File: src/rtl/mc6803_sci.sv
// MC6803 serial communications interface: RMCR/TRCSR/RDR/TDR at 0x10-0x13.
// NRZ frames of 1 start, 8 data (LSB first) and 1 stop bit; bit period chosen by RMCR.SS.
module mc6803_sci #(
  parameter int unsigned RATE0 = 16,
  parameter int unsigned RATE1 = 128,
  parameter int unsigned RATE2 = 1024,
  parameter int unsigned RATE3 = 4096
) (
  input  logic       clk,
  input  logic       RST_n,
  input  logic       cs,
  input  logic       vma,
  input  logic       rw,
  input  logic [1:0] addr,
  input  logic [7:0] data_in,
  output logic [7:0] data_out,
  input  logic       rxd,
  output logic       txd,
  output logic       irq_sci
);

  typedef enum logic [1:0] {TX_IDLE, TX_START, TX_DATA, TX_STOP} tx_state_t;
  typedef enum logic [2:0] {RX_IDLE, RX_START, RX_DATA, RX_STOP, RX_WAITHI} rx_state_t;

  // Terminal count (period - 1) for each SS setting.
  function automatic logic [15:0] f_plim(input logic [1:0] ss);
    logic [15:0] v;
    case (ss)
      2'd0:    v = 16'(RATE0 - 32'd1);
      2'd1:    v = 16'(RATE1 - 32'd1);
      2'd2:    v = 16'(RATE2 - 32'd1);
      default: v = 16'(RATE3 - 32'd1);
    endcase
    return v;
  endfunction

  logic [3:0]  r_rmcr;
  logic [4:0]  r_ctl;
  logic [7:0]  r_tdr, r_rdr;
  logic        r_rdrf, r_orfe, r_tdre, r_rx_clr, r_tx_clr, r_irq;

  logic        w_acc, w_wr, w_rd;
  logic        w_wr_rmcr, w_wr_trcsr, w_wr_tdr, w_rd_trcsr, w_rd_rdr;
  logic        w_re, w_te, w_rx_clear, w_tx_clear;

  tx_state_t   r_tx_state, w_tx_next;
  logic        w_tx_load, w_tx_tick;
  logic [15:0] r_tx_cnt, r_tx_plim;
  logic [2:0]  r_tx_bit;
  logic [7:0]  r_tx_sh;
  logic        r_txd;

  rx_state_t   r_rx_state, w_rx_next;
  logic        r_rx_s1, r_rx_s2, w_rxs;
  logic        w_rx_tick, w_rx_half, w_rx_ok, w_rx_fe;
  logic [15:0] r_rx_cnt, r_rx_plim;
  logic [2:0]  r_rx_bit;
  logic [7:0]  r_rx_sh;

  assign w_acc      = cs & vma;
  assign w_wr       = w_acc & ~rw;
  assign w_rd       = w_acc & rw;
  assign w_wr_rmcr  = w_wr & (addr == 2'd0);
  assign w_wr_trcsr = w_wr & (addr == 2'd1);
  assign w_wr_tdr   = w_wr & (addr == 2'd3);
  assign w_rd_trcsr = w_rd & (addr == 2'd1);
  assign w_rd_rdr   = w_rd & (addr == 2'd2);
  assign w_re       = r_ctl[3];
  assign w_te       = r_ctl[1];
  assign w_rx_clear = w_rd_rdr & r_rx_clr;
  assign w_tx_clear = w_wr_tdr & r_tx_clr;
  assign w_tx_tick  = (r_tx_cnt == r_tx_plim);
  assign w_rx_tick  = (r_rx_cnt == r_rx_plim);
  assign w_rx_half  = (r_rx_cnt == {1'b0, r_rx_plim[15:1]});
  assign w_rxs      = r_rx_s2;
  assign txd        = r_txd;
  assign irq_sci    = r_irq;

  always_comb begin
    data_out = 8'h00;
    case (addr)
      2'd0:    data_out = {4'h0, r_rmcr};
      2'd1:    data_out = {r_rdrf, r_orfe, r_tdre, r_ctl};
      2'd2:    data_out = r_rdr;
      default: data_out = r_tdr;
    endcase
  end

  always_ff @(posedge clk or negedge RST_n) begin
    if (!RST_n) begin
      r_rmcr <= 4'h0;
      r_ctl  <= 5'h00;
      r_tdr  <= 8'h00;
      r_irq  <= 1'b0;
    end else begin
      if (w_wr_rmcr)  r_rmcr <= data_in[3:0];
      if (w_wr_trcsr) r_ctl  <= data_in[4:0];
      if (w_wr_tdr)   r_tdr  <= data_in;
      r_irq <= (r_ctl[4] & (r_rdrf | r_orfe)) | (r_ctl[2] & r_tdre);
    end
  end

  // TDRE and its clear-arm: a load event always beats a pending clear.
  always_ff @(posedge clk or negedge RST_n) begin
    if (!RST_n) begin
      r_tdre   <= 1'b1;
      r_tx_clr <= 1'b0;
    end else begin
      if (w_tx_load)       r_tdre <= 1'b1;
      else if (w_tx_clear) r_tdre <= 1'b0;
      if (w_tx_clear)                 r_tx_clr <= 1'b0;
      else if (w_rd_trcsr && r_tdre)  r_tx_clr <= 1'b1;
    end
  end

  always_comb begin
    w_tx_next = r_tx_state;
    w_tx_load = 1'b0;
    case (r_tx_state)
      TX_IDLE: begin
        if (w_te && !r_tdre) begin
          w_tx_next = TX_START;
          w_tx_load = 1'b1;
        end else begin
          w_tx_next = TX_IDLE;
        end
      end
      TX_START: begin
        if (w_tx_tick) w_tx_next = TX_DATA;
        else           w_tx_next = TX_START;
      end
      TX_DATA: begin
        if (w_tx_tick && (r_tx_bit == 3'd7)) w_tx_next = TX_STOP;
        else                                 w_tx_next = TX_DATA;
      end
      TX_STOP: begin
        if (w_tx_tick && w_te && !r_tdre) begin
          w_tx_next = TX_START;
          w_tx_load = 1'b1;
        end else if (w_tx_tick) begin
          w_tx_next = TX_IDLE;
        end else begin
          w_tx_next = TX_STOP;
        end
      end
      default: w_tx_next = TX_IDLE;
    endcase
  end

  always_ff @(posedge clk or negedge RST_n) begin
    if (!RST_n) begin
      r_tx_state <= TX_IDLE;
      r_tx_cnt   <= 16'h0000;
      r_tx_plim  <= 16'h0000;
      r_tx_bit   <= 3'd0;
      r_tx_sh    <= 8'h00;
      r_txd      <= 1'b1;
    end else begin
      r_tx_state <= w_tx_next;
      if (w_tx_load) begin
        r_tx_sh   <= r_tdr;
        r_tx_plim <= f_plim(r_rmcr[1:0]);
        r_tx_cnt  <= 16'h0000;
        r_tx_bit  <= 3'd0;
        r_txd     <= 1'b0;
      end else if (r_tx_state == TX_IDLE) begin
        r_tx_cnt <= 16'h0000;
        r_txd    <= 1'b1;
      end else if (!w_tx_tick) begin
        r_tx_cnt <= r_tx_cnt + 16'd1;
      end else begin
        r_tx_cnt <= 16'h0000;
        if (r_tx_state == TX_STOP || (r_tx_state == TX_DATA && r_tx_bit == 3'd7)) begin
          r_txd <= 1'b1;
        end else begin
          r_txd   <= r_tx_sh[0];
          r_tx_sh <= {1'b0, r_tx_sh[7:1]};
          if (r_tx_state == TX_DATA) r_tx_bit <= r_tx_bit + 3'd1;
        end
      end
    end
  end

  always_comb begin
    w_rx_next = r_rx_state;
    w_rx_ok   = 1'b0;
    w_rx_fe   = 1'b0;
    if (!w_re) begin
      w_rx_next = RX_IDLE;
    end else begin
      case (r_rx_state)
        RX_IDLE: begin
          if (!w_rxs) w_rx_next = RX_START;
          else        w_rx_next = RX_IDLE;
        end
        RX_START: begin
          if (w_rx_half && w_rxs) w_rx_next = RX_IDLE;
          else if (w_rx_half)     w_rx_next = RX_DATA;
          else                    w_rx_next = RX_START;
        end
        RX_DATA: begin
          if (w_rx_tick && (r_rx_bit == 3'd7)) w_rx_next = RX_STOP;
          else                                 w_rx_next = RX_DATA;
        end
        RX_STOP: begin
          if (w_rx_tick && w_rxs) begin
            w_rx_next = RX_IDLE;
            w_rx_ok   = 1'b1;
          end else if (w_rx_tick) begin
            w_rx_next = RX_WAITHI;
            w_rx_fe   = 1'b1;
          end else begin
            w_rx_next = RX_STOP;
          end
        end
        RX_WAITHI: begin
          if (w_rxs) w_rx_next = RX_IDLE;
          else       w_rx_next = RX_WAITHI;
        end
        default: w_rx_next = RX_IDLE;
      endcase
    end
  end

  // Synchronizer, receive sequencing and the sampling counter.
  always_ff @(posedge clk or negedge RST_n) begin
    if (!RST_n) begin
      r_rx_s1    <= 1'b1;
      r_rx_s2    <= 1'b1;
      r_rx_state <= RX_IDLE;
      r_rx_cnt   <= 16'h0000;
      r_rx_plim  <= 16'h0000;
      r_rx_bit   <= 3'd0;
      r_rx_sh    <= 8'h00;
    end else begin
      r_rx_s1    <= rxd;
      r_rx_s2    <= r_rx_s1;
      r_rx_state <= w_rx_next;
      if (!w_re || r_rx_state == RX_IDLE || r_rx_state == RX_WAITHI) begin
        r_rx_cnt <= 16'h0000;
        r_rx_bit <= 3'd0;
        if (w_re && r_rx_state == RX_IDLE && !w_rxs) r_rx_plim <= f_plim(r_rmcr[1:0]);
      end else if (r_rx_state == RX_START) begin
        if (w_rx_half) r_rx_cnt <= 16'h0000;
        else           r_rx_cnt <= r_rx_cnt + 16'd1;
      end else if (w_rx_tick) begin
        r_rx_cnt <= 16'h0000;
        if (r_rx_state == RX_DATA) begin
          r_rx_sh  <= {w_rxs, r_rx_sh[7:1]};
          r_rx_bit <= r_rx_bit + 3'd1;
        end
      end else begin
        r_rx_cnt <= r_rx_cnt + 16'd1;
      end
    end
  end

  always_ff @(posedge clk or negedge RST_n) begin
    if (!RST_n) begin
      r_rdr    <= 8'h00;
      r_rdrf   <= 1'b0;
      r_orfe   <= 1'b0;
      r_rx_clr <= 1'b0;
    end else begin
      if (w_rx_fe) begin
        r_rdr  <= r_rx_sh;
        r_orfe <= 1'b1;
      end else if (w_rx_ok && r_rdrf) begin
        r_orfe <= 1'b1;
      end else if (w_rx_ok) begin
        r_rdr  <= r_rx_sh;
        r_rdrf <= 1'b1;
      end else if (w_rx_clear) begin
        r_rdrf <= 1'b0;
        r_orfe <= 1'b0;
      end
      if (w_rx_clear)                              r_rx_clr <= 1'b0;
      else if (w_rd_trcsr && (r_rdrf || r_orfe))   r_rx_clr <= 1'b1;
    end
  end

endmodule

File: config.mk
export PLATFORM = sky130hd
export DESIGN_NAME = mc6803_sci
export DESIGN_NICKNAME = d
export VERILOG_FILES = /design/src/rtl/mc6803_sci.sv
export SDC_FILE = /design/constraint.sdc
export NUM_CORES = 1
export LEC_CHECK = 0
export ABC_AREA = 1
export BUFFER_PORTS_ARGS = -buffer_cell sky130_fd_sc_hd__buf_2
export CAP_MARGIN = 5
export CORE_MARGIN = 1
export CORE_UTILIZATION = 60
export CTS_CLUSTER_DIAMETER = 200
export CTS_CLUSTER_SIZE = 40
export DETAILED_ROUTE_END_ITERATION = 8
export MAX_ROUTING_LAYER = met4
export PLACE_DENSITY = 0.77
export SYNTH_ARGS = -nofsm -noshare
export SYNTH_HDL_FRONTEND = slang
export SYNTH_SLANG_ARGS = --single-unit
File: constraint.sdc
create_clock -name clk -period 2.24 [get_ports clk]
set_clock_uncertainty 0.15 [all_clocks]
set_input_delay 0.56 -clock clk [delete_from_list [all_inputs] [get_ports clk]]
set_output_delay 0.56 -clock clk [all_outputs]
set_load 0.02 [all_outputs]
==> metrics.md, run 1 <==
| Metric | Value |
|---|---|
| Kind of end point of the critical path | primary output |
| Area share of and/or/nand/nor cells after synthesis | 31.1% |
| Final setup TNS | 0 ps |
| Mux cell area share after synthesis | 0% |
| Total gr overflow | 0 |
| Mapped Cells | 677 |
| Syn nets | 703 |
| Cell Area, Synth | 5310 sq um |
| CTS buffer count | 9 |
| Worst min path class | primary input to flip-flop |
| Boundary pin count | 26 |
| Most used DFF post-synth | dfrtp_1 |
| Clk_lat worst skew | 370 ps |
| Critical path class | flip-flop to primary output |
| Max_slew headroom | 69.5% |
| CTS tree | built |
| Synth Area in XOR/XNOR | 3.46% |
| CTS clock-pin slew for the worst setup and hold paths | 100 ps |
| Synth Area in Adders | 2.36% |
| Status | finished clean |
| Vias in the first global route | 4330 |
| Final Cycle Share | 93.8% |
| Startpoint type of the worst setup path | flip-flop |
| Compound-Gate Fraction of Synth Area | 8.69% |
| CP Data Required Time | 1530 ps |
| FF-to-FF path depth | 10 |
| Initial DRC Count | 211 |
| First-pass GRT wire length | a little under 20000 um |
| Pin count of the biggest net entering global routing | 42 |
| Port bufs | 25 |
| Hold Startpoint | rxd |
| Mapped Avg Cell Area | about 8 sq um |
| Total Routing Usage GR | 27.8% |
| Yosys warns | 0 |
| Top cells by count, synth | 209 x nand2_1, 100 x nor2_1, 97 x dfrtp_1 |
| Seq/Total Area, Yosys | between 40% and 50% |
| DRC Markers | 0 |
| Most repeated cell in the gate-level netlist after synthesis | nand2_1 |
| Antenna violations before repair | 0 |
| Max-slew violation count | 0 |
| Pwr dens | a little under 800 nW/um^2 |
| Final ANT Viol Nets | 0 |
| # clock sinks | 101 |
| Ys async rst share | 100% |
| Routed via count | 4423 |
| Number of synthesized flops with an enable pin | 0 |
| Die X | roughly 96 um |
| Root buf cell | clkbuf_8 |
| # rows | 33 |
| Final nets | 738 |
| Post-synth cell types | 39 |
| Leakage | 2.89 nW |
| Maximum buffer depth of the clock tree | 2 |
| Vias per std cell | 5.38 |
| Routed wire length per instance | 13.3 um |
| Share of cells above drive strength 1 | 11.9% |
| Synthesis-to-finish area growth | 9.43% |
| Final hold violation count | 0 |
| Power after layout | 4.47 mW |
| Setup-failing EPs final | 0 |
| Worst Tran Pin Value | around 460 ps |
| RSZ-0062 raised after global routing | false |
| Placer congestion estimate | roughly 0.9 |
| Core area | 8380 sq um |
| Ranking of synthesized cells by area | dfrtp_1 46%, nand2_1 15%, nor2_1 7.1%, inv_1 5.2%, o21ai_0 3.4% |
| Arrival time worst endpoint | 1390 ps |
| Reg2reg setup slack | about 210 ps |
| Fmax | 476 MHz |
| Initial core utilization | between 60% and 70% |
| Worst R2R Start | r_rx_plim[6]$_DFFE_PN0P_ |
| Combinational family with the most area after synthesis | simple AND/OR/NAND/NOR gates |
| Htree depth | 3 |
| First-pass detailed-route iteration total | 4 |
| Worst Hold Path EP | r_rx_s1$_DFF_PN1_ |
| # Max-Cap Violations | 0 |
| Share of Yosys cell area claimed by the top area cell type | 45.7% |
| Die Area | 9230 sq um |
| Synth area leader | dfrtp_1 |
| Worst vdd ir | 0.000482 V |
| Post-layout minimum cycle time | between 2000 and 2500 ps |
| Die height | between 90 and 100 um |
| Register bit total from synthesis | 101 |
| Routed WL | approximately 11000 um |
| Crit Path Max Fanout | 4 |
| Worst hold stages | 1 |
| N_diodes | 0 |
| Worst R2R End | r_rx_cnt[6]$_DFF_PN0_ |
| Dpl hpwl | 8130 um |
==> registers in the layout, summed over array words and instances, names as in the netlist, 2 cells and up <==
name / count
r_tx_cnt: 16
r_tdr: 8
r_tx_plim: 4
r_tx_bit: 3
r_rx_state: 3
r_tx_state: 2
r_rx_sh: 8
r_rx_cnt: 16
r_rx_bit: 3
r_ctl: 5
r_rmcr: 4
r_rdr: 8
r_tx_sh: 8
r_rx_plim: 4
==> critical path, stage by stage, from the launching register on <==
cell	delay, ps
dfstp_2	570
inv_1	90
o211ai_1	180
buf_2	190
==> power breakdown <==
group / leakage, nW / internal, mW / switching [mW]
combinational: 1.46 / 0.366 / 0.705
sequential: 1.33 / 2.07 / 0.199
clock: 0.0943 / 0.453 / 0.675
total: 2.89 / 2.89 / 1.58
==> routing by layer <==
metal,share of wire [%],vias up,track usage [%]
met5,0,-,-
met4,1.5,0,7.96
met3,5.2,17,5.61
met2,47,97,43.6
met1,47,2089,36.7
li1,-,2220,-
==> placed cells by master (no fill, tap or decap), drive strengths merged <==
cell type | Yosys | layout
and3 | 1 | 1
nor3 | 10 | 10
a31oi | 2 | 2
nand2 | 213 | 213
o21ai | 46 | 46
clkinv | 1 | 2
nor4 | 3 | 3
or2 | 1 | 1
nor2 | 110 | 110
clkinvlp | 0 | 2
nand3b | 1 | 1
dfrtp | 97 | 97
nand3 | 32 | 32
ha | 10 | 10
a21oi | 9 | 9
buf | 6 | 33
xor2 | 15 | 15
o2111ai | 11 | 11
nor3b | 5 | 5
o221ai | 1 | 1
dfstp | 4 | 4
nand4 | 8 | 8
clkbuf | 4 | 10
o211ai | 3 | 3
dlygate4sd3 | 0 | 1
xnor2 | 6 | 6
inv | 78 | 81
==> per-stage QoR <==
stage               cell area, sq um  setup WS [ps]  hold slack (ps)  cells  utilization, %
global route                    5810           11.8              100    822            69.3
CTS                             5790           31.4              109    821            69.0
global placement                5590            210              196    804            66.7
detailed placement              5590            157              200    804            66.7
floorplan                       5310            192              114    677               -
finish                          5810            139              125    822            69.3
==> cell families (layout without fill, tap and decap cells) <==
| kind of cell | Yosys count | after routing |
|---|---|---|
| AO/OA/AOI/OAI | 72 | 72 |
| XOR/XNOR | 21 | 21 |
| adder cells (fa/ha/maj) | 10 | 10 |
| buffers and inverters | 89 | 129 |
| flip-flops | 101 | 101 |
| AND/OR/NAND/NOR | 384 | 384 |
==> layout make-up <==
cell class	instances	area, sq um
fillers	692	2570
clock inverters	6	51.3
well taps	105	131
repair buffers	34	223
flip-flops and latches	101	2530
multi-input cells	487	2430
inverters	79	300
clock buffers	10	138
==> worst max-delay path by stage <==
stage / end / start / slack, ps
after global placement: data_out[2] / addr[0] / 210
final: data_out[5] / r_tdre$_DFFE_PN1P_ / 140
after CTS: data_out[7] / r_rdrf$_DFFE_PN0P_ / 30
after global routing: r_rx_cnt[4]$_DFF_PN0_ / r_rx_plim[6]$_DFFE_PN0P_ / 10
after floorplan: data_out[1] / addr[0] / 190
after detailed placement: r_tx_bit[0]$_DFFE_PN0P_ / r_tx_bit[0]$_DFFE_PN0P_ / 160
==> repair_timing <==
| item | in CTS | in global routing |
|---|---|---|
| hold endpoints to repair | 24 | 0 |
| gates resized for setup | 0 | 3 |
| hold buffers | 1 | 0 |
| setup endpoints to repair | 0 | 2 |
| setup buffers | 0 | 1 |
No activity file was read; power rests on OpenSTA's default activity.
==> run 2: changes to the inputs <==
--- a/config.mk
+++ b/config.mk
@@ -13,6 +13,7 @@
 export CTS_CLUSTER_DIAMETER = 200
 export CTS_CLUSTER_SIZE = 40
 export DETAILED_ROUTE_END_ITERATION = 8
+export GPL_TIMING_DRIVEN = 0
 export MAX_ROUTING_LAYER = met4
 export PLACE_DENSITY = 0.77
 export SYNTH_ARGS = -nofsm -noshare
==> run 2 against run 1 <==
Sequential cell count is the same. Count of clock-buffer cells in the layout is the same. Non-clock buffer count grew 4. Cell area grew 0.19%. Wire length grew 0.16%. Highest routed layer unchanged. Largest cell class unchanged. Core utilization grew 0.13 points. Sequential share of layout area shrank 0.063 points. First-iteration DRC count grew 20%. Cell count grew 0.49%. Die area is the same.
==> metrics.md, run 2 (synthesis gave the netlist of run 1 again) <==
| Metric | Value |
|---|---|
| Placer congestion estimate | 0.924 (+4.3%) |
| Finished Layout Cells | 826 (+0.49%) |
| Final WS setup | 66.2 ps (-72.9 ps) |
| Hold buffers post-CTS | 0 (-1) |
| Largest registers | r_rx_cnt (16), r_tx_cnt (16) |
| Pre-CTS WS | -108 ps (-266 ps) |
| CTS buffer count | 9 (unchanged) |
| Status | finished clean |
| Worst min path class | primary input to asynchronous set/reset pin |
| Final hold violation count | 0 (unchanged) |
| Total gr overflow | 0 (unchanged) |
| Max_slew headroom | 57.6% (-12 points) |
| Initial core utilization | 63.4% (unchanged) |
| Final ANT Viol Nets | 0 (unchanged) |
| CTS clock-pin slew for the worst setup and hold paths | 100 ps (about the same) |
| Max-slew violation count | 0 (unchanged) |
| Sw Share | 35.4% (about the same) |
| CP Data Required Time | 1530 ps (about the same) |
| Pwr dens | 763 nW/um^2 (-0.79%) |
| Comb power frac | 23.8% (-0.2 points) |
| Maximum buffer depth of the clock tree | 2 (unchanged) |
| Vias in the first global route | 4210 (-2.8%) |
| Htree depth | 3 (unchanged) |
| Inst Count DP | 808 (+0.50%) |
| # clock sinks | 101 (unchanged) |
| Internal cell power | 2.87 mW (-0.61%) |
| Worst R2R Start | r_tx_bit[0]$_DFFE_PN0P_ |
| Most common cell after layout, fill and taps aside | nand2_1 |
| Routed WL | 11000 um (+0.16%) |
| Arrival time worst endpoint | 1460 ps (+70 ps) |
| # Max-Cap Violations | 0 (unchanged) |
| Critical path class | primary input to primary output |
| Clk pwr share | 25.0% (-0.3 points) |
| Fillers | 683 (-1.3%) |
| Worst vdd ir | 0.000493 V (+2.3%) |
| Initial DRC Count | 254 (+20%) |
| Antenna violations before repair | 0 (unchanged) |
| Leakage | 2.88 nW (-0.17%) |
| First-pass GRT wire length | 18900 um (-2.4%) |
| Core area | 8380 sq um (unchanged) |
| Post-layout minimum cycle time | 2170 ps (+72.9 ps) |
| Port bufs | 25 (unchanged) |
| Boundary pin count | 26 (unchanged) |
| Final Cycle Share | 97.0% (+3.3 points) |
| CTS tree | built |
| DRC Markers | 0 (unchanged) |
| Final setup TNS | 0 ps (unchanged) |
| Die Area | 9230 sq um (unchanged) |
| Pin count of the biggest net entering global routing | 54 (+29%) |
| # rows | 33 (unchanged) |
| Sw power | 1.57 mW (-0.56%) |
| FF-to-FF path depth | 9 (-1) |
| Die X | 96.1 um (unchanged) |
| Setup-failing EPs final | 0 (unchanged) |
| Synthesis-to-finish area growth | 9.64% |
| Reg2reg setup slack | 190 ps (-20 ps) |
| Clk_lat worst skew | 370 ps (about the same) |
| Root buf cell | clkbuf_8 |
| First-pass detailed-route iteration total | 5 (+1) |
| Die height | 96.1 um (unchanged) |
| Routed wire length per instance | 13.3 um (-0.32%) |
| Worst Tran Pin Value | 636 ps (+180 ps) |
| Vias per std cell | 5.40 (+0.28%) |
| N_diodes | 0 (unchanged) |
| Fmax | 460 MHz (-3.4%) |
| Commonest cells after routing, fill and taps aside | 209 x nand2_1, 98 x nor2_1, 96 x dfrtp_1 |
| Final nets | 742 (+0.54%) |
| Share of cells above drive strength 1 | 12.8% (+0.91 points) |
| Crit Path Max Fanout | 6 (+2) |
| Total Routing Usage GR | 27.1% (-0.67 points) |
| Kind of end point of the critical path | primary output |
| Worst R2R End | r_tx_bit[0]$_DFFE_PN0P_ |
| Dpl hpwl | 8080 um (-0.64%) |
| Startpoint type of the worst setup path | primary input |
| Flop pwr share | 51.2% (+0.4 points) |
| Routed via count | 4457 (+0.77%) |
-- run 2: metrics by stage --
step | hold WS [ps] | total power, mW | area (sq um) | util [%]
after floorplan | 114 | 3.02 | 5310 | -
after CTS | 66.8 | 4.45 | 5790 | 69.0
after global placement | 195 | 3.28 | 5570 | 66.4
final | 50.0 | 4.44 | 5820 | 69.5
after global routing | 104 | 4.71 | 5820 | 69.5
after detailed placement | 199 | 3.33 | 5600 | 66.8
-- run 2: layout make-up --
cell class                 count  area, sq um  area share (%)
clock buffer                  10          128            2.19
timing repair buffer          29          178            3.05
buffer                         9         56.3           0.967
inverter                      79          300            5.16
tap                          105          131            2.26
sequential                   101         2530            43.5
multi-input combinational    487         2430            41.8
clock inverter                 6         62.6            1.07
-- run 2: how the worst max path moves through the flow --
stage,cells past startpoint,to,start
after global routing,8,r_tx_bit[1]$_DFFE_PN0P_,r_tx_bit[0]$_DFFE_PN0P_
after floorplan,4,data_out[1],addr[0]
after CTS,6,data_out[1],addr[0]
final,6,data_out[1],addr[0]
after global placement,1,r_tx_sh[5]$_DFFE_PN0P_,RST_n
after detailed placement,6,data_out[1],addr[0]
-- run 2: timing repair --
item | in CTS | in global routing
pin swaps | 0 | 0
setup endpoints to repair | 5 | 6
resized for setup | 1 | 6
buffers inserted | 0 | 3
-- run 2: worst max-delay path, cell delays in order --
cell and delay, ps:
buf_2 100, inv_1 60, nor2_2 200, inv_2 120, o2111ai_2 220, buf_2 200
-- run 2: layer usage --
layer / GRT usage (%) / vias to the layer above / share of wire, %
li1: - / 2222 / -
met5: - / - / 0
met3: 5.37 / 10 / 4.6
met4: 6.84 / 0 / 1.1
met2: 43.6 / 113 / 48
met1: 35.4 / 2112 / 47
-- run 2: power by group through the flow --
stage	logic, mW	clock network (mW)	registers [mW]
after floorplan	0.761	0	2.26
after global placement	0.986	0	2.29
after detailed placement	1.03	0	2.30
after CTS	1.03	1.15	2.27
after global routing	1.20	1.21	2.30
final	1.06	1.11	2.27
==> run 3: changes to the inputs <==
--- a/config.mk
+++ b/config.mk
@@ -8,14 +8,14 @@
 export ABC_AREA = 1
 export BUFFER_PORTS_ARGS = -buffer_cell sky130_fd_sc_hd__buf_2
 export CAP_MARGIN = 5
-export CORE_MARGIN = 1
-export CORE_UTILIZATION = 60
+export CORE_MARGIN = 3
+export CORE_UTILIZATION = 30
 export CTS_CLUSTER_DIAMETER = 200
 export CTS_CLUSTER_SIZE = 40
 export DETAILED_ROUTE_END_ITERATION = 8
 export GPL_TIMING_DRIVEN = 0
 export MAX_ROUTING_LAYER = met4
-export PLACE_DENSITY = 0.77
+export PLACE_DENSITY = 0.44
 export SYNTH_ARGS = -nofsm -noshare
 export SYNTH_HDL_FRONTEND = slang
 export SYNTH_SLANG_ARGS = --single-unit
==> run 3 against run 2 <==
Worst setup slack better by 37 ps. Critical path depth unchanged. Power increased by 12%. Core utilization decreased by 34 points. Critical endpoint unchanged. Largest cell class unchanged. Highest routed layer unchanged.
==> metrics.md, run 3 (synthesis gave the netlist of run 1 again) <==
| Metric | Value |
|---|---|
| Status | finished clean |
| Highest routed layer | met4 |
| Pwr dens | 812 nW/um^2 (+6.4%) |
| Maximum buffer depth of the clock tree | 2 (unchanged) |
| Placer congestion estimate | 0.794 (-14%) |
| Max_slew headroom | 57.4% (-0.20 points) |
| Flop pwr share | 45.9% (-5.3 points) |
| Dpl hpwl | 8990 um (+11%) |
| Share of cells above drive strength 1 | 12.6% (-0.14 points) |
| Sw power | 1.58 mW (+0.76%) |
| Root buf cell | clkbuf_16 |
| Crit path max-delay family | buffers and inverters |
| First-pass GRT wire length | 21300 um (+13%) |
| Final WS setup | 103 ps (+36.9 ps) |
| Worst vdd ir | 0.000472 V (-4.2%) |
| Antenna violations before repair | 0 (unchanged) |
| Leakage | 2.94 nW (+2.0%) |
| Hold WS | 77.9 ps (+27.9 ps) |
| Fillers | 1855 (+170%) |
| Die height | 139 um (+45%) |
| Final setup TNS | 0 ps (unchanged) |
| CP max stage cell | o2111ai_1 |
| Die Area | 19300 sq um (+110%) |
| Met2 WL | 5600 um (+7.3%) |
| Routed wire length per instance | 12.8 um (-3.6%) |
| Final hold violation count | 0 (unchanged) |
| Crit-path max cell delay | 250 ps (+30 ps) |
| Pin count of the biggest net entering global routing | 58 (+7.4%) |
| N_diodes | 0 (unchanged) |
| Setup-failing EPs final | 0 (unchanged) |
| Finished Layout Cells | 946 (+15%) |
| Inst Count DP | 928 (+15%) |
| Internal cell power | 3.37 mW (+17%) |
| Commonest cells after routing, fill and taps aside | 209 x nand2_1, 98 x nor2_1, 95 x dfrtp_1 |
| Clk_lat worst skew | 340 ps (-30 ps) |
| Final ANT Viol Nets | 0 (unchanged) |
| Post-layout minimum cycle time | 2140 ps (-36.9 ps) |
| CTS clock-pin slew for the worst setup and hold paths | 70 ps (-30 ps) |
| Crit Path Max Fanout | 6 (unchanged) |
| Htree depth | 3 (unchanged) |
| Port bufs | 25 (unchanged) |
| Kind of end point of the critical path | primary output |
| Core area | 17300 sq um (+110%) |
| DRC Markers | 0 (unchanged) |
| Boundary pin count | 26 (unchanged) |
| Final Cycle Share | 95.4% (-1.6 points) |
| Max-slew violation count | 0 (unchanged) |
| Sw Share | 32.0% (-3.4 points) |
| CP Cell Sequence | buf_2 > inv_1 > nor2_4 > inv_2 > o2111ai_1 > buf_4 |
| CTS buffer count | 9 (unchanged) |
| Routed WL | 12100 um (+10%) |
| Fin area | 6100 sq um (+4.8%) |
| # clock sinks | 101 (unchanged) |
| Power after layout | 4.95 mW (+12%) |
| CTS tree | built |
| Most common cell after layout, fill and taps aside | nand2_1 |
| Clk pwr share | 32.2% (+7.2 points) |
| Routed length on met3 | 343 um (-32%) |
| Arrival time worst endpoint | 1430 ps (-30 ps) |
| Final core occ | 35.3% (-34 points) |
| Initial core utilization | 30.7% (-33 points) |
| Fmax | 468 MHz (+1.7%) |
| Routed via count | 4274 (-4.1%) |
| Vias per std cell | 4.52 (-16%) |
| Initial DRC Count | 223 (-12%) |
| Final nets | 743 (+0.13%) |
| # rows | 48 (+45%) |
| # Max-Cap Violations | 0 (unchanged) |
| Startpoint type of the worst setup path | primary input |
| Worst Tran Pin Value | 639 ps (+3.01 ps) |
| Worst min path class | primary input to asynchronous set/reset pin |
| Total gr overflow | 0 (unchanged) |
| Die X | 139 um (+45%) |
| First-pass detailed-route iteration total | 4 (-1) |
| Vias in the first global route | 4327 (+2.8%) |
| Placed inst area | 5750 sq um (+2.7%) |
| Met1 wire length | 6110 um (+19%) |
| Synthesis-to-finish area growth | 14.9% |
| Critical path class | primary input to primary output |
| Pre-CTS WS | -167 ps (-58.6 ps) |
| Largest registers | r_rx_cnt (16), r_tx_cnt (16) |
| RSZ-0062 raised after global routing | false |
| CP Data Required Time | 1530 ps (about the same) |
| Comb power frac | 21.9% (-1.9 points) |
| Total Routing Usage GR | 13.6% (-13 points) |
| Buffers & Inverters on Critical Path | 4 (unchanged) |
[run 3: worst register-to-register path, delay by kind of cell, from the launching register on]
family | cells | cell delay [ps]
buffers and inverters | 1 | 270
and+or+nand+nor | 8 | 1040
DFF | 1 | 440
[run 3: layout make-up]
type                    instances  area (sq um)  area share (%)
well taps                     225           282            4.61
repair buffers                 29           180            2.95
clock buffers                  13           260            4.27
inverters                      79           300            4.92
multi-input cells             487          2440            40.1
plain buffers                   9          58.8           0.964
flip-flops and latches        101          2530            41.6
clock inverters                 2          35.0           0.574
repair inverters                1          5.00          0.0820
[run 3: power groups by stage]
stage | clock network, mW | registers [mW] | logic (mW)
finish | 1.59 | 2.27 | 1.08
global route | 1.73 | 2.31 | 1.26
CTS | 1.66 | 2.27 | 1.05
detailed placement | 0 | 2.30 | 1.04
global placement | 0 | 2.30 | 1.03
floorplan | 0 | 2.26 | 0.761
[run 3: timing repair]
action / 4_1_cts / 5_1_grt
setup buffers: 0 / 3
cloned: 0 / 1
pin swaps: 0 / 0
hold buffers: 0 / 0
gates resized for setup: 2 / 10
endpoints found under the setup margin: 5 / 34
[run 3: path summary, 6_finish.rpt]
check / cells after the start / end / start / slack [ps]
max in group asynchronous: 2 / r_rx_s1$_DFF_PN1_ / RST_n / 1090
max: 6 / data_out[1] / addr[0] / 100
min reg2reg: 0 / r_rx_s2$_DFF_PN1_ / r_rx_s1$_DFF_PN1_ / 210
min in group clk: 1 / r_rx_s1$_DFF_PN1_ / rxd / 170
min: 1 / r_tx_cnt[2]$_DFF_PN0_ / RST_n / 80
max reg2reg: 9 / r_tx_cnt[7]$_DFF_PN0_ / r_tx_cnt[10]$_DFF_PN0_ / 230
[run 3: metal layers]
metal	GRT usage, %	up-vias
met1	17.7	1999
met4	2.06	0
met3	3.34	5
met2	22.2	40
met5	-	-
li1	-	2230
